## src/rtl/axi_pkg.sv

```systemverilog
// +--------------------------------------------------------------------------+
// | Package : axi_pkg                                                         |
// | Brief   : AXI4 channel payload types and encodings used by axi4_to_tl.    |
// | Rev     : 1.0  initial release                                            |
// +--------------------------------------------------------------------------+
`default_nettype none

package axi_pkg;

    localparam logic [1:0] c_BURST_FIXED = 2'd0;
    localparam logic [1:0] c_BURST_INCR  = 2'd1;
    localparam logic [1:0] c_BURST_WRAP  = 2'd2;

    localparam logic [1:0] c_RESP_OKAY   = 2'd0;
    localparam logic [1:0] c_RESP_SLVERR = 2'd2;
    localparam logic [1:0] c_RESP_DECERR = 2'd3;

    typedef struct packed {
        logic [3:0]  id;
        logic [63:0] addr;
        logic [7:0]  len;
        logic [2:0]  size;
        logic [1:0]  burst;
    } aw_chan_t;

    typedef struct packed {
        logic [3:0]  id;
        logic [63:0] addr;
        logic [7:0]  len;
        logic [2:0]  size;
        logic [1:0]  burst;
    } ar_chan_t;

    typedef struct packed {
        logic [63:0] data;
        logic [7:0]  strb;
        logic        last;
    } w_chan_t;

    typedef struct packed {
        logic [3:0] id;
        logic [1:0] resp;
    } b_chan_t;

    typedef struct packed {
        logic [3:0]  id;
        logic [63:0] data;
        logic [1:0]  resp;
        logic        last;
    } r_chan_t;

endpackage

`default_nettype wire

```

## src/rtl/tl_pkg.sv

```systemverilog
// +--------------------------------------------------------------------------+
// | Package : tl_pkg                                                          |
// | Brief   : TileLink A/D channel payload types and opcodes (64-bit data).   |
// | Rev     : 1.0  initial release                                            |
// +--------------------------------------------------------------------------+
`default_nettype none

package tl_pkg;

    localparam logic [2:0] c_OP_PUT_FULL    = 3'd0;
    localparam logic [2:0] c_OP_PUT_PARTIAL = 3'd1;
    localparam logic [2:0] c_OP_GET         = 3'd4;

    typedef struct packed {
        logic [2:0]  opcode;
        logic [2:0]  param;
        logic [2:0]  size;
        logic [7:0]  source;
        logic [63:0] address;
        logic [7:0]  mask;
        logic [63:0] data;
    } A_chan_bits_t;

    typedef struct packed {
        logic [2:0]  opcode;
        logic [1:0]  param;
        logic [2:0]  size;
        logic [7:0]  source;
        logic [7:0]  sink;
        logic        denied;
        logic [63:0] data;
        logic        corrupt;
    } D_chan_bits_t;

endpackage

`default_nettype wire

```

## src/rtl/axi4_to_tl.sv

```systemverilog
// +--------------------------------------------------------------------------+
// | Module : axi4_to_tl                                                       |
// | Brief  : AXI4 subordinate to TileLink manager bridge; bursts become       |
// |          single-beat Get/Put transactions, one outstanding at a time.     |
// | Rev    : 1.0  initial release                                             |
// +--------------------------------------------------------------------------+
`default_nettype none

module axi4_to_tl #(
    parameter int SOURCE_ID = 0,
    parameter int MAX_LEN   = 255
) (
    input  logic                clk_i,
    input  logic                rst_i,
    input  logic                AXI_AW_valid_i,
    output logic                AXI_AW_ready_o,
    input  axi_pkg::aw_chan_t   AXI_AW_bits_i,
    input  logic                AXI_W_valid_i,
    output logic                AXI_W_ready_o,
    input  axi_pkg::w_chan_t    AXI_W_bits_i,
    output logic                AXI_B_valid_o,
    input  logic                AXI_B_ready_i,
    output axi_pkg::b_chan_t    AXI_B_bits_o,
    input  logic                AXI_AR_valid_i,
    output logic                AXI_AR_ready_o,
    input  axi_pkg::ar_chan_t   AXI_AR_bits_i,
    output logic                AXI_R_valid_o,
    input  logic                AXI_R_ready_i,
    output axi_pkg::r_chan_t    AXI_R_bits_o,
    output logic                TL_A_valid_o,
    input  logic                TL_A_ready_i,
    output tl_pkg::A_chan_bits_t TL_A_bits_o,
    input  logic                TL_D_valid_i,
    output logic                TL_D_ready_o,
    input  tl_pkg::D_chan_bits_t TL_D_bits_i
);

    import axi_pkg::*;
    import tl_pkg::*;

    typedef enum logic [3:0] {
        S_IDLE   = 4'd0,
        S_RD_REQ = 4'd1,
        S_RD_RSP = 4'd2,
        S_WR_DAT = 4'd3,
        S_WR_REQ = 4'd4,
        S_WR_RSP = 4'd5,
        S_WR_B   = 4'd6,
        S_ERR_R  = 4'd7,
        S_ERR_B  = 4'd8
    } state_t;

    state_t      r_state;
    logic        r_prio;
    logic [3:0]  r_id;
    logic [63:0] r_addr;
    logic [7:0]  r_len;
    logic [7:0]  r_cnt;
    logic [2:0]  r_size;
    logic [1:0]  r_burst;
    logic [63:0] r_data;
    logic [7:0]  r_strb;
    logic        r_slverr;
    logic        r_decerr;

    logic        w_idle;
    logic        w_aw_grant;
    logic        w_ar_grant;
    logic        w_aw_bad;
    logic        w_ar_bad;
    logic        w_last;
    logic [63:0] w_step;
    logic [63:0] w_next_addr;
    logic        w_is_get;
    logic        w_unused_d;

    function automatic logic f_bad(input logic [1:0] burst, input logic [2:0] size,
                                   input logic [7:0] len);
        return (burst == c_BURST_WRAP) || (size > 3'd3) || (int'(len) > MAX_LEN);
    endfunction

    // r_prio==0 favours AW when both address channels are valid
    assign w_aw_grant = AXI_AW_valid_i && (!AXI_AR_valid_i || !r_prio);
    assign w_ar_grant = AXI_AR_valid_i && (!AXI_AW_valid_i || r_prio);
    assign w_aw_bad   = f_bad(AXI_AW_bits_i.burst, AXI_AW_bits_i.size, AXI_AW_bits_i.len);
    assign w_ar_bad   = f_bad(AXI_AR_bits_i.burst, AXI_AR_bits_i.size, AXI_AR_bits_i.len);
    assign w_idle     = (r_state == S_IDLE) && !rst_i;
    assign w_last     = (r_cnt == r_len);

    assign w_step      = 64'd1 << r_size;
    assign w_next_addr = (r_burst == c_BURST_FIXED) ? r_addr
                                                    : ((r_addr & ~(w_step - 64'd1)) + w_step);

    assign w_unused_d = ^{TL_D_bits_i.opcode, TL_D_bits_i.param, TL_D_bits_i.size,
                          TL_D_bits_i.source, TL_D_bits_i.sink};

    assign AXI_AW_ready_o = w_idle && w_aw_grant;
    assign AXI_AR_ready_o = w_idle && w_ar_grant;
    assign AXI_W_ready_o  = !rst_i && ((r_state == S_WR_DAT) || (r_state == S_ERR_B));
    assign AXI_B_valid_o  = !rst_i && (r_state == S_WR_B);
    assign AXI_R_valid_o  = !rst_i && (((r_state == S_RD_RSP) && TL_D_valid_i) ||
                                       (r_state == S_ERR_R));
    assign TL_A_valid_o   = !rst_i && ((r_state == S_RD_REQ) || (r_state == S_WR_REQ));
    assign TL_D_ready_o   = !rst_i && (((r_state == S_RD_RSP) && AXI_R_ready_i) ||
                                       (r_state == S_WR_RSP));

    assign w_is_get = (r_state == S_RD_REQ);

    always_comb begin
        TL_A_bits_o         = '0;
        TL_A_bits_o.opcode  = w_is_get ? c_OP_GET :
                              ((r_strb == 8'hff) ? c_OP_PUT_FULL : c_OP_PUT_PARTIAL);
        TL_A_bits_o.param   = 3'd0;
        TL_A_bits_o.size    = 3'd0;
        TL_A_bits_o.source  = 8'(SOURCE_ID);
        TL_A_bits_o.address = r_addr;
        TL_A_bits_o.mask    = w_is_get ? 8'hff : r_strb;
        TL_A_bits_o.data    = w_is_get ? 64'd0 : r_data;
    end

    always_comb begin
        AXI_R_bits_o      = '0;
        AXI_R_bits_o.id   = r_id;
        AXI_R_bits_o.last = w_last;
        if (r_state == S_RD_RSP) begin
            AXI_R_bits_o.data = TL_D_bits_i.data;
            AXI_R_bits_o.resp = TL_D_bits_i.denied  ? c_RESP_DECERR :
                                TL_D_bits_i.corrupt ? c_RESP_SLVERR : c_RESP_OKAY;
        end else begin
            AXI_R_bits_o.resp = c_RESP_SLVERR;
        end
    end

    always_comb begin
        AXI_B_bits_o      = '0;
        AXI_B_bits_o.id   = r_id;
        AXI_B_bits_o.resp = r_decerr ? c_RESP_DECERR :
                            r_slverr ? c_RESP_SLVERR : c_RESP_OKAY;
    end

    always_ff @(posedge clk_i or posedge rst_i) begin
        if (rst_i) begin
            r_state  <= S_IDLE;
            r_prio   <= 1'b0;
            r_id     <= '0;
            r_addr   <= '0;
            r_len    <= '0;
            r_cnt    <= '0;
            r_size   <= '0;
            r_burst  <= '0;
            r_data   <= '0;
            r_strb   <= '0;
            r_slverr <= 1'b0;
            r_decerr <= 1'b0;
        end else begin
            case (r_state)
                S_IDLE: begin
                    if (w_aw_grant) begin
                        r_id     <= AXI_AW_bits_i.id;
                        r_addr   <= AXI_AW_bits_i.addr;
                        r_len    <= AXI_AW_bits_i.len;
                        r_size   <= AXI_AW_bits_i.size;
                        r_burst  <= AXI_AW_bits_i.burst;
                        r_cnt    <= '0;
                        r_prio   <= ~r_prio;
                        r_decerr <= 1'b0;
                        r_slverr <= w_aw_bad;
                        r_state  <= w_aw_bad ? S_ERR_B : S_WR_DAT;
                    end else if (w_ar_grant) begin
                        r_id     <= AXI_AR_bits_i.id;
                        r_addr   <= AXI_AR_bits_i.addr;
                        r_len    <= AXI_AR_bits_i.len;
                        r_size   <= AXI_AR_bits_i.size;
                        r_burst  <= AXI_AR_bits_i.burst;
                        r_cnt    <= '0;
                        r_prio   <= ~r_prio;
                        r_state  <= w_ar_bad ? S_ERR_R : S_RD_REQ;
                    end
                end
                S_RD_REQ: if (TL_A_ready_i) r_state <= S_RD_RSP;
                S_RD_RSP: begin
                    if (TL_D_valid_i && AXI_R_ready_i) begin
                        if (w_last) begin
                            r_state <= S_IDLE;
                        end else begin
                            r_cnt   <= r_cnt + 8'd1;
                            r_addr  <= w_next_addr;
                            r_state <= S_RD_REQ;
                        end
                    end
                end
                S_WR_DAT: begin
                    if (AXI_W_valid_i) begin
                        r_data  <= AXI_W_bits_i.data;
                        r_strb  <= AXI_W_bits_i.strb;
                        // the beat counter, not W.last, decides where the burst ends
                        if (AXI_W_bits_i.last != w_last) r_slverr <= 1'b1;
                        r_state <= S_WR_REQ;
                    end
                end
                S_WR_REQ: if (TL_A_ready_i) r_state <= S_WR_RSP;
                S_WR_RSP: begin
                    if (TL_D_valid_i) begin
                        if (TL_D_bits_i.denied)  r_decerr <= 1'b1;
                        if (TL_D_bits_i.corrupt) r_slverr <= 1'b1;
                        if (w_last) begin
                            r_state <= S_WR_B;
                        end else begin
                            r_cnt   <= r_cnt + 8'd1;
                            r_addr  <= w_next_addr;
                            r_state <= S_WR_DAT;
                        end
                    end
                end
                S_WR_B: begin
                    if (AXI_B_ready_i) begin
                        r_slverr <= 1'b0;
                        r_decerr <= 1'b0;
                        r_state  <= S_IDLE;
                    end
                end
                S_ERR_R: begin
                    if (AXI_R_ready_i) begin
                        if (w_last) r_state <= S_IDLE;
                        else        r_cnt   <= r_cnt + 8'd1;
                    end
                end
                S_ERR_B: begin
                    if (AXI_W_valid_i) begin
                        if (w_last) r_state <= S_WR_B;
                        else        r_cnt   <= r_cnt + 8'd1;
                    end
                end
                default: r_state <= S_IDLE;
            endcase
        end
    end

endmodule

`default_nettype wire
```

## config.mk

```make
export PLATFORM = sky130hd
export DESIGN_NAME = axi4_to_tl
export DESIGN_NICKNAME = d
export VERILOG_FILES = /design/src/rtl/axi_pkg.sv /design/src/rtl/tl_pkg.sv /design/src/rtl/axi4_to_tl.sv
export SDC_FILE = /design/constraint.sdc
export NUM_CORES = 1
export LEC_CHECK = 0
export BUFFER_PORTS_ARGS = -buffer_cell sky130_fd_sc_hd__buf_2
export CAP_MARGIN = 20
export CORE_AREA = 5 5 222 224
export DETAILED_ROUTE_END_ITERATION = 10
export DIE_AREA = 0 0 227 229
export PLACE_DENSITY = 0.58
export SYNTH_ARGS = -nofsm -noshare
export SYNTH_HDL_FRONTEND = slang
export SYNTH_SLANG_ARGS = --single-unit
```

## constraint.sdc

```tcl
create_clock -name clk_i -period 4.44 [get_ports clk_i]
set_clock_uncertainty 0.05 [all_clocks]
set_input_delay 0.222 -clock clk_i [delete_from_list [all_inputs] [get_ports clk_i]]
set_output_delay 0.222 -clock clk_i [all_outputs]
set_load 0.05 [all_outputs]
```

Word level (Yosys, flattened, before mapping) --
Cells that the tools add are included.
Storage, ports and cells: logic and storage cells 151, register bits 168
Operators by class: add/sub/neg operators 3, multiplexer cells 63, $lt $le $gt $ge 2, shifts and indexed selects 1, reductions and logical operators 39, bitwise operators 3, eq/ne operators 28
Operators by type and width (count):
- 64-bit two-way mux | 8
- 64-bit case mux with 3 select lines | 1
- 8-bit two-way mux | 10
- 64-bit adder | 1
- 64-bit bitwise AND | 1
- 64-bit inverter | 1
- 1-bit by 3-bit left shift with 64-bit output (first input constant) | 1
- 64-bit by 1-bit subtractor with 64-bit output (second input constant) | 1
- 4-bit two-way mux | 15
- 8-bit case mux with 5 select lines | 1
- 4-bit case mux with 9 select lines | 1
- 2-bit inequality test (second input constant) | 12
- 4-bit by 3-bit == test with 1-bit output (second input constant) | 4
- 3-bit two-way mux | 5
- 2-bit two-way mux | 7
- 1-bit logical AND | 13
- 1-bit two-way mux | 13
- 11-bit AND reduction | 1
- 8-bit by 1-bit adder with 8-bit output (second input constant) | 1
- 4-bit by 2-bit == test with 1-bit output (second input constant) | 2
- 8-bit == test | 1
- 8-bit == test (second input constant) | 1
- 1-bit logical OR | 8
- 7-bit AND reduction | 1
- other kinds (21) | 29

Longest topological paths before layout --
word-level depth 9, gate-level depth with buffers 15

Least setup slack after synthesis --
OpenSTA, ideal clock, no wires.
path kind input-to-output, from in rst_i, to out AXI_AR_ready_o, cell stages on the path 2, arrival time 4.655 ns, data required time 4.168 ns, buffers on the path 0, path slack -0.487 ns, path through inv_1 > and4_1
On the way: word-level cells in the longest chain between the ends 3
RTL lines:
- from (decl) | RTL line axi4_to_tl.sv:14 | input logic rst_i,
- 1-bit zero test (no line)
- 1-bit logical AND | RTL line axi4_to_tl.sv:87 | assign w_idle = (r_state == S_IDLE) && !rst_i;
- 1-bit logical AND | RTL line axi4_to_tl.sv:98 | assign AXI_AR_ready_o = w_idle && w_ar_grant;
- to (decl) | RTL line axi4_to_tl.sv:25 | output logic AXI_AR_ready_o,
Every way passes these cells.

Worst setup path after layout --
from reg r_size[2], to reg r_addr[57]
On the way: word-level cells in the longest chain between the ends 9, elaborated cells on any way between the ends 10
RTL lines:
- from (decl) | RTL line axi4_to_tl.sv:59 | logic [2:0] r_size;
- from (signal assigned) | RTL line axi4_to_tl.sv:162 | r_size <= AXI_AW_bits_i.size;
- from (signal assigned) | RTL line axi4_to_tl.sv:173 | r_size <= AXI_AR_bits_i.size;
- 1-bit by 3-bit left shift with 64-bit output * | RTL line axi4_to_tl.sv:90 | assign w_step = 64'd1 << r_size;
- 64-bit by 1-bit subtractor with 64-bit output | RTL line axi4_to_tl.sv:92 | : ((r_addr & ~(w_step - 64'd1)) + w_step);
- 64-bit inverter | RTL line axi4_to_tl.sv:92
- 64-bit bitwise AND | RTL line axi4_to_tl.sv:92
- 64-bit adder * | RTL line axi4_to_tl.sv:92
- 64-bit two-way mux * | RTL line axi4_to_tl.sv:91 | assign w_next_addr = (r_burst == c_BURST_FIXED) ? r_addr
- 64-bit two-way mux * | RTL line axi4_to_tl.sv:183, axi4_to_tl.sv:206
- 64-bit two-way mux, on equally long branches | RTL line axi4_to_tl.sv:203, axi4_to_tl.sv:182
- 64-bit case mux with 3 select lines * | RTL line axi4_to_tl.sv:156 | case (r_state)
- to (signal assigned) | RTL line axi4_to_tl.sv:160 | r_addr <= AXI_AW_bits_i.addr;
- to (signal assigned) | RTL line axi4_to_tl.sv:187 | r_addr <= w_next_addr;
- to (signal assigned) | RTL line axi4_to_tl.sv:210 | r_addr <= w_next_addr;
- to (decl) | RTL line axi4_to_tl.sv:56 | logic [63:0] r_addr;
Mark *: on every way between the ends. The rest lies on a longest branch, timed or not. The select of a mux whose other input is x is not followed. A chain may end at the register's enable or synchronous reset.

==> summary.md <==
The tools report the number of optimization iterations in the first detailed-route pass as 5. For the area of the core, the log shows 47100 sq um. Before CTS, the worst setup slack after placement is 0.456 ns.

For this run, the leading register cell type out of synthesis is sky130_fd_sc_hd__dfrtp_1. The run gives 19 as the initial antenna violation count. The tools report the first-pass GRT wire length as 83600 um.

The cell area after technology mapping is 11600 sq um, and the largest voltage drop on the vdd net is 0.634 mV. Reg-to-reg setup timing slack: 0.47 ns. The tools report the overall power of the completed layout as 14.2 mW. Yosys printed 0 warnings. At the worst endpoint, the required time is 4.75 ns.

The worst setup path is captured at a flop. The die boundary width was 227 um. The total overflow reported by the global router was 0. The run gives 13700 as the number of global-route vias before repair. The tools report the reg-to-reg critical path endpoint as r_addr[57]. Setup fix buffers added after clock tree synthesis: 0. The class of the most critical setup path was reg -> reg.

The total negative slack for setup checks is 0 ns, and the total setup violations reported at the end of the flow is 0. The tools report the area of the die as 52000 sq um. The count of final hold-check violations is 0, and the slack of the critical path is 0.465 ns.

The start point of the worst hold path is AXI_AW_bits_i[58]. Synthesis inferred 168 register bits. The max-slew violation total from the final report came out at 0.

The slowest stage cell on the critical path was sky130_fd_sc_hd__a311o_1. The tools report the count of boundary I/O pins as 571. For this run, the number of standard cells in the final layout without fillers is 2625. The most critical setup path has its endpoint at r_addr[57].

The launch instance of the worst register-to-register path is r_size[2]. For this design the ratio of total power to cell area is 858 nW/um^2. Total wire length after detailed routing: 56400 um.

Along the worst path, the maximum fanout reaches 12. The clock-pin slew reported for the worst setup and hold paths after clock tree synthesis works out to 0.08 ns. The routed wire length per instance works out to 21.5 um. The number of flops mapped to enable cells by yosys is 0.

The fmax came out at 0.252 GHz. The flow ran to the end, and the final reports show no timing, DRC or antenna violations. The routed design could run at a clock period as short as 3.97 ns. Synthesis instantiated 76 different standard cells from the library. The run gives 4 as the count of H-tree levels built during CTS. The detailed router finished its first iteration with 924 violations.

The core occupancy in the finished layout is 0.352. The path class of the lowest-slack min-delay path was in -> reg. The tools report the cell count after synthesis as 1416. The later pin in the worst-skew pair is clocked with a latency of 0.48 ns.

The fraction of layout instances using a drive strength above 1 was 0.359; the count of port buffers added during placement was 531. The share of the clock period used by the worst path came out at 0.895. Number of cell instances on the worst register-to-register path: 11.

At the end of routability-driven placement, the weighted congestion stood at 0.960. The number of vias per cell after detailed routing works out to 5.10. The detail route stage leaves a number of antenna-violating nets equal to 0. The number of clock sinks seen by CTS was 168. Startpoint of the worst setup timing path: r_size[2].

Traced cell by cell, the critical path runs through or3_1 -> ha_1 -> nor2b_1 -> nand4_1 -> a2111oi_4 -> nand4_2 -> a311o_1 -> buf_4 -> or3_1 -> o41ai_2 -> a22oi_1. The number of max-cap violations is 0, and the largest net degree at the start of global routing is 142. The proportion of synthesized chip area in sequential cells was 0.361; the count of vias placed by the detailed router was 13400. The tools report the all-layer global routing usage as 0.208. Data on the critical path arrives at its endpoint at 4.28 ns.

The slew at the pin with the worst max-slew slack is 0.986 ns. The cell occurring most often along the worst timing path was sky130_fd_sc_hd__or3_1. The initial core utilization was 0.247. The HPWL after detailed placement is 43000 um. The type of element launching the critical path is a flop. The delay of the slowest cell on the worst path came out at 0.55 ns. The number of design rule violations left after detail routing is 0. The growth of design area from synthesis to finish was 42.6%. The root buffer cell chosen for the clock tree is sky130_fd_sc_hd__clkbuf_16.

The tools report the remaining max-slew budget at the tightest pin as 0.343. Setup repair after global routing left no endpoint under its margin. The fraction of registers with async set or reset after synthesis came out at 1.00. Each instance of the synthesized netlist takes up on average 8.23 sq um. Row generation in the floorplan step produced 80 rows. Counting along the longest clock path gives a buffer depth of 2. The tools report the number of CTS-inserted buffers as 17. In the final design database the tool counted 2327 nets. TritonCTS built the clock tree. For this design the static power due to leakage is 8.01 nW. The die height came out at 229 um. After detailed placement, the design holds a cell count of 2478.
-- metrics by stage --
step | hold slack, ns | cell area, sq um
CTS | 0.00273 | 16600
finish | 0.0721 | 16600
global placement | 0.405 | 14900
floorplan | 0.320 | 11700
global route | 0.0636 | 16600
detailed placement | 0.408 | 14900
-- layer usage --
layer  part of all wire  vias up  GRT usage
met3              0.078       95     0.0515
met4              0.043        2     0.0893
met5            0.00012        -          0
met2               0.49      606      0.363
met1               0.39     6445      0.242
li1                   -     6252          -
-- critical path, delay by kind of cell (launching register included) --
| family | cells | cell delay, ns |
|---|---|---|
| AOI/OAI and AO/OA | 4 | 1.27 |
| and+or+nand+nor | 5 | 1.45 |
| buffers and inverters | 1 | 0.24 |
| DFF | 1 | 0.51 |
| adders and majority gates | 1 | 0.33 |
-- cells in the mapped netlist, types with 6 or more instances --
cell	count	share of area
sky130_fd_sc_hd__and4_1	7	0.0053
sky130_fd_sc_hd__a31oi_1	35	0.019
sky130_fd_sc_hd__mux2i_1	14	0.012
sky130_fd_sc_hd__nand2_1	213	0.069
sky130_fd_sc_hd__nor2_1	88	0.028
sky130_fd_sc_hd__a2bb2oi_1	10	0.0075
sky130_fd_sc_hd__or2_2	9	0.0048
sky130_fd_sc_hd__inv_1	17	0.0055
sky130_fd_sc_hd__a211oi_1	9	0.0058
sky130_fd_sc_hd__nor4_1	6	0.0032
sky130_fd_sc_hd__dfrtp_1	168	0.36
sky130_fd_sc_hd__o211ai_1	8	0.0052
sky130_fd_sc_hd__buf_4	23	0.015
sky130_fd_sc_hd__o41ai_1	6	0.0045
sky130_fd_sc_hd__o32a_1	12	0.010
sky130_fd_sc_hd__clkbuf_1	94	0.030
sky130_fd_sc_hd__nor3_1	34	0.015
sky130_fd_sc_hd__and2_1	16	0.0086
sky130_fd_sc_hd__buf_2	11	0.0047
sky130_fd_sc_hd__o22a_1	8	0.0060
sky130_fd_sc_hd__xor2_1	10	0.0075
sky130_fd_sc_hd__nor2b_1	69	0.037
sky130_fd_sc_hd__mux2_2	75	0.073
sky130_fd_sc_hd__nand4_1	42	0.023
sky130_fd_sc_hd__ha_1	6	0.0064
sky130_fd_sc_hd__o21ai_0	60	0.026
sky130_fd_sc_hd__and3_1	94	0.050
sky130_fd_sc_hd__nand3_1	47	0.020
sky130_fd_sc_hd__buf_1	8	0.0026
sky130_fd_sc_hd__a21oi_1	87	0.037
sky130_fd_sc_hd__xnor2_1	18	0.014
sky130_fd_sc_hd__a311oi_1	11	0.0083
sky130_fd_sc_hd__o22ai_1	7	0.0038
-- layout make-up --
class	count	area, sq um
Antenna cell	10	25.0
Clock buffer	18	439
Clock inverter	14	153
Fill cell	4906	30500
Inverter	17	67.6
Multi-Input combinational cell	1108	6900
Sequential cell	168	4200
Tap cell	615	769
Timing Repair Buffer	675	4050
-- flip-flops by register name, summed over array words and instances (netlist names) --
name / count
r_addr: 64
r_burst: 2
r_cnt: 8
r_data: 64
r_decerr: 1
r_id: 4
r_len: 8
r_prio: 1
r_size: 3
r_slverr: 1
r_state: 4
r_strb: 8
-- worst min-delay path by stage --
stage / slack (ns) / endpoint / cells past startpoint
3_3_place_gp: 0.40 / r_data[32] / 2
5_1_grt: 0.06 / r_addr[29] / 4
2_1_floorplan: 0.32 / r_size[0] / 2
4_1_cts: 0.003 / r_addr[45] / 5
3_5_place_dp: 0.41 / r_data[25] / 2
6_report: 0.07 / r_addr[45] / 5
-- cell families after synthesis --
| logic type | after synthesis | share of synthesized area |
|---|---|---|
| buffers and inverters | 154 | 0.0589 |
| AND/OR/NAND/NOR | 656 | 0.286 |
| flip-flops | 168 | 0.361 |
| multiplexers | 89 | 0.0845 |
| XOR/XNOR | 28 | 0.0211 |
| AO/OA/AOI/OAI | 314 | 0.181 |
| other | 1 | 0.000322 |
| adder cells (fa/ha/maj) | 6 | 0.00645 |
-- timing repair --
action	4_1_cts	5_1_grt
hold buffers	105	0
endpoints found under the hold margin	115	0
gates resized for setup	0	0
-- where the power goes --
part / total, mW / switching, mW / internal, mW / leakage, nW
clock: 1.56 / 0.790 / 0.768 / 0.285
combinational: 9.61 / 6.76 / 2.86 / 5.73
sequential: 3.08 / 0.789 / 2.29 / 2.00
-- cell usage in the layout, fill, tap and decap left out, drive strengths merged, types with 11 or more instances in the layout --
master / netlist / routed
dfrtp: 168 / 168
a21oi: 88 / 88
mux2i: 14 / 14
nand4: 43 / 43
conb: 1 / 15
nand3: 47 / 47
and3: 94 / 94
nor3: 34 / 34
nor2: 88 / 88
nand2: 214 / 214
buf: 43 / 570
nor2b: 69 / 69
dlygate4sd3: 0 / 105
a31oi: 35 / 35
xnor2: 18 / 18
inv: 17 / 25
and2: 16 / 16
o21ai: 60 / 60
o32a: 12 / 12
mux2: 75 / 75
a311oi: 11 / 11
clkbuf: 94 / 18
(Power assumes the default switching activity.)
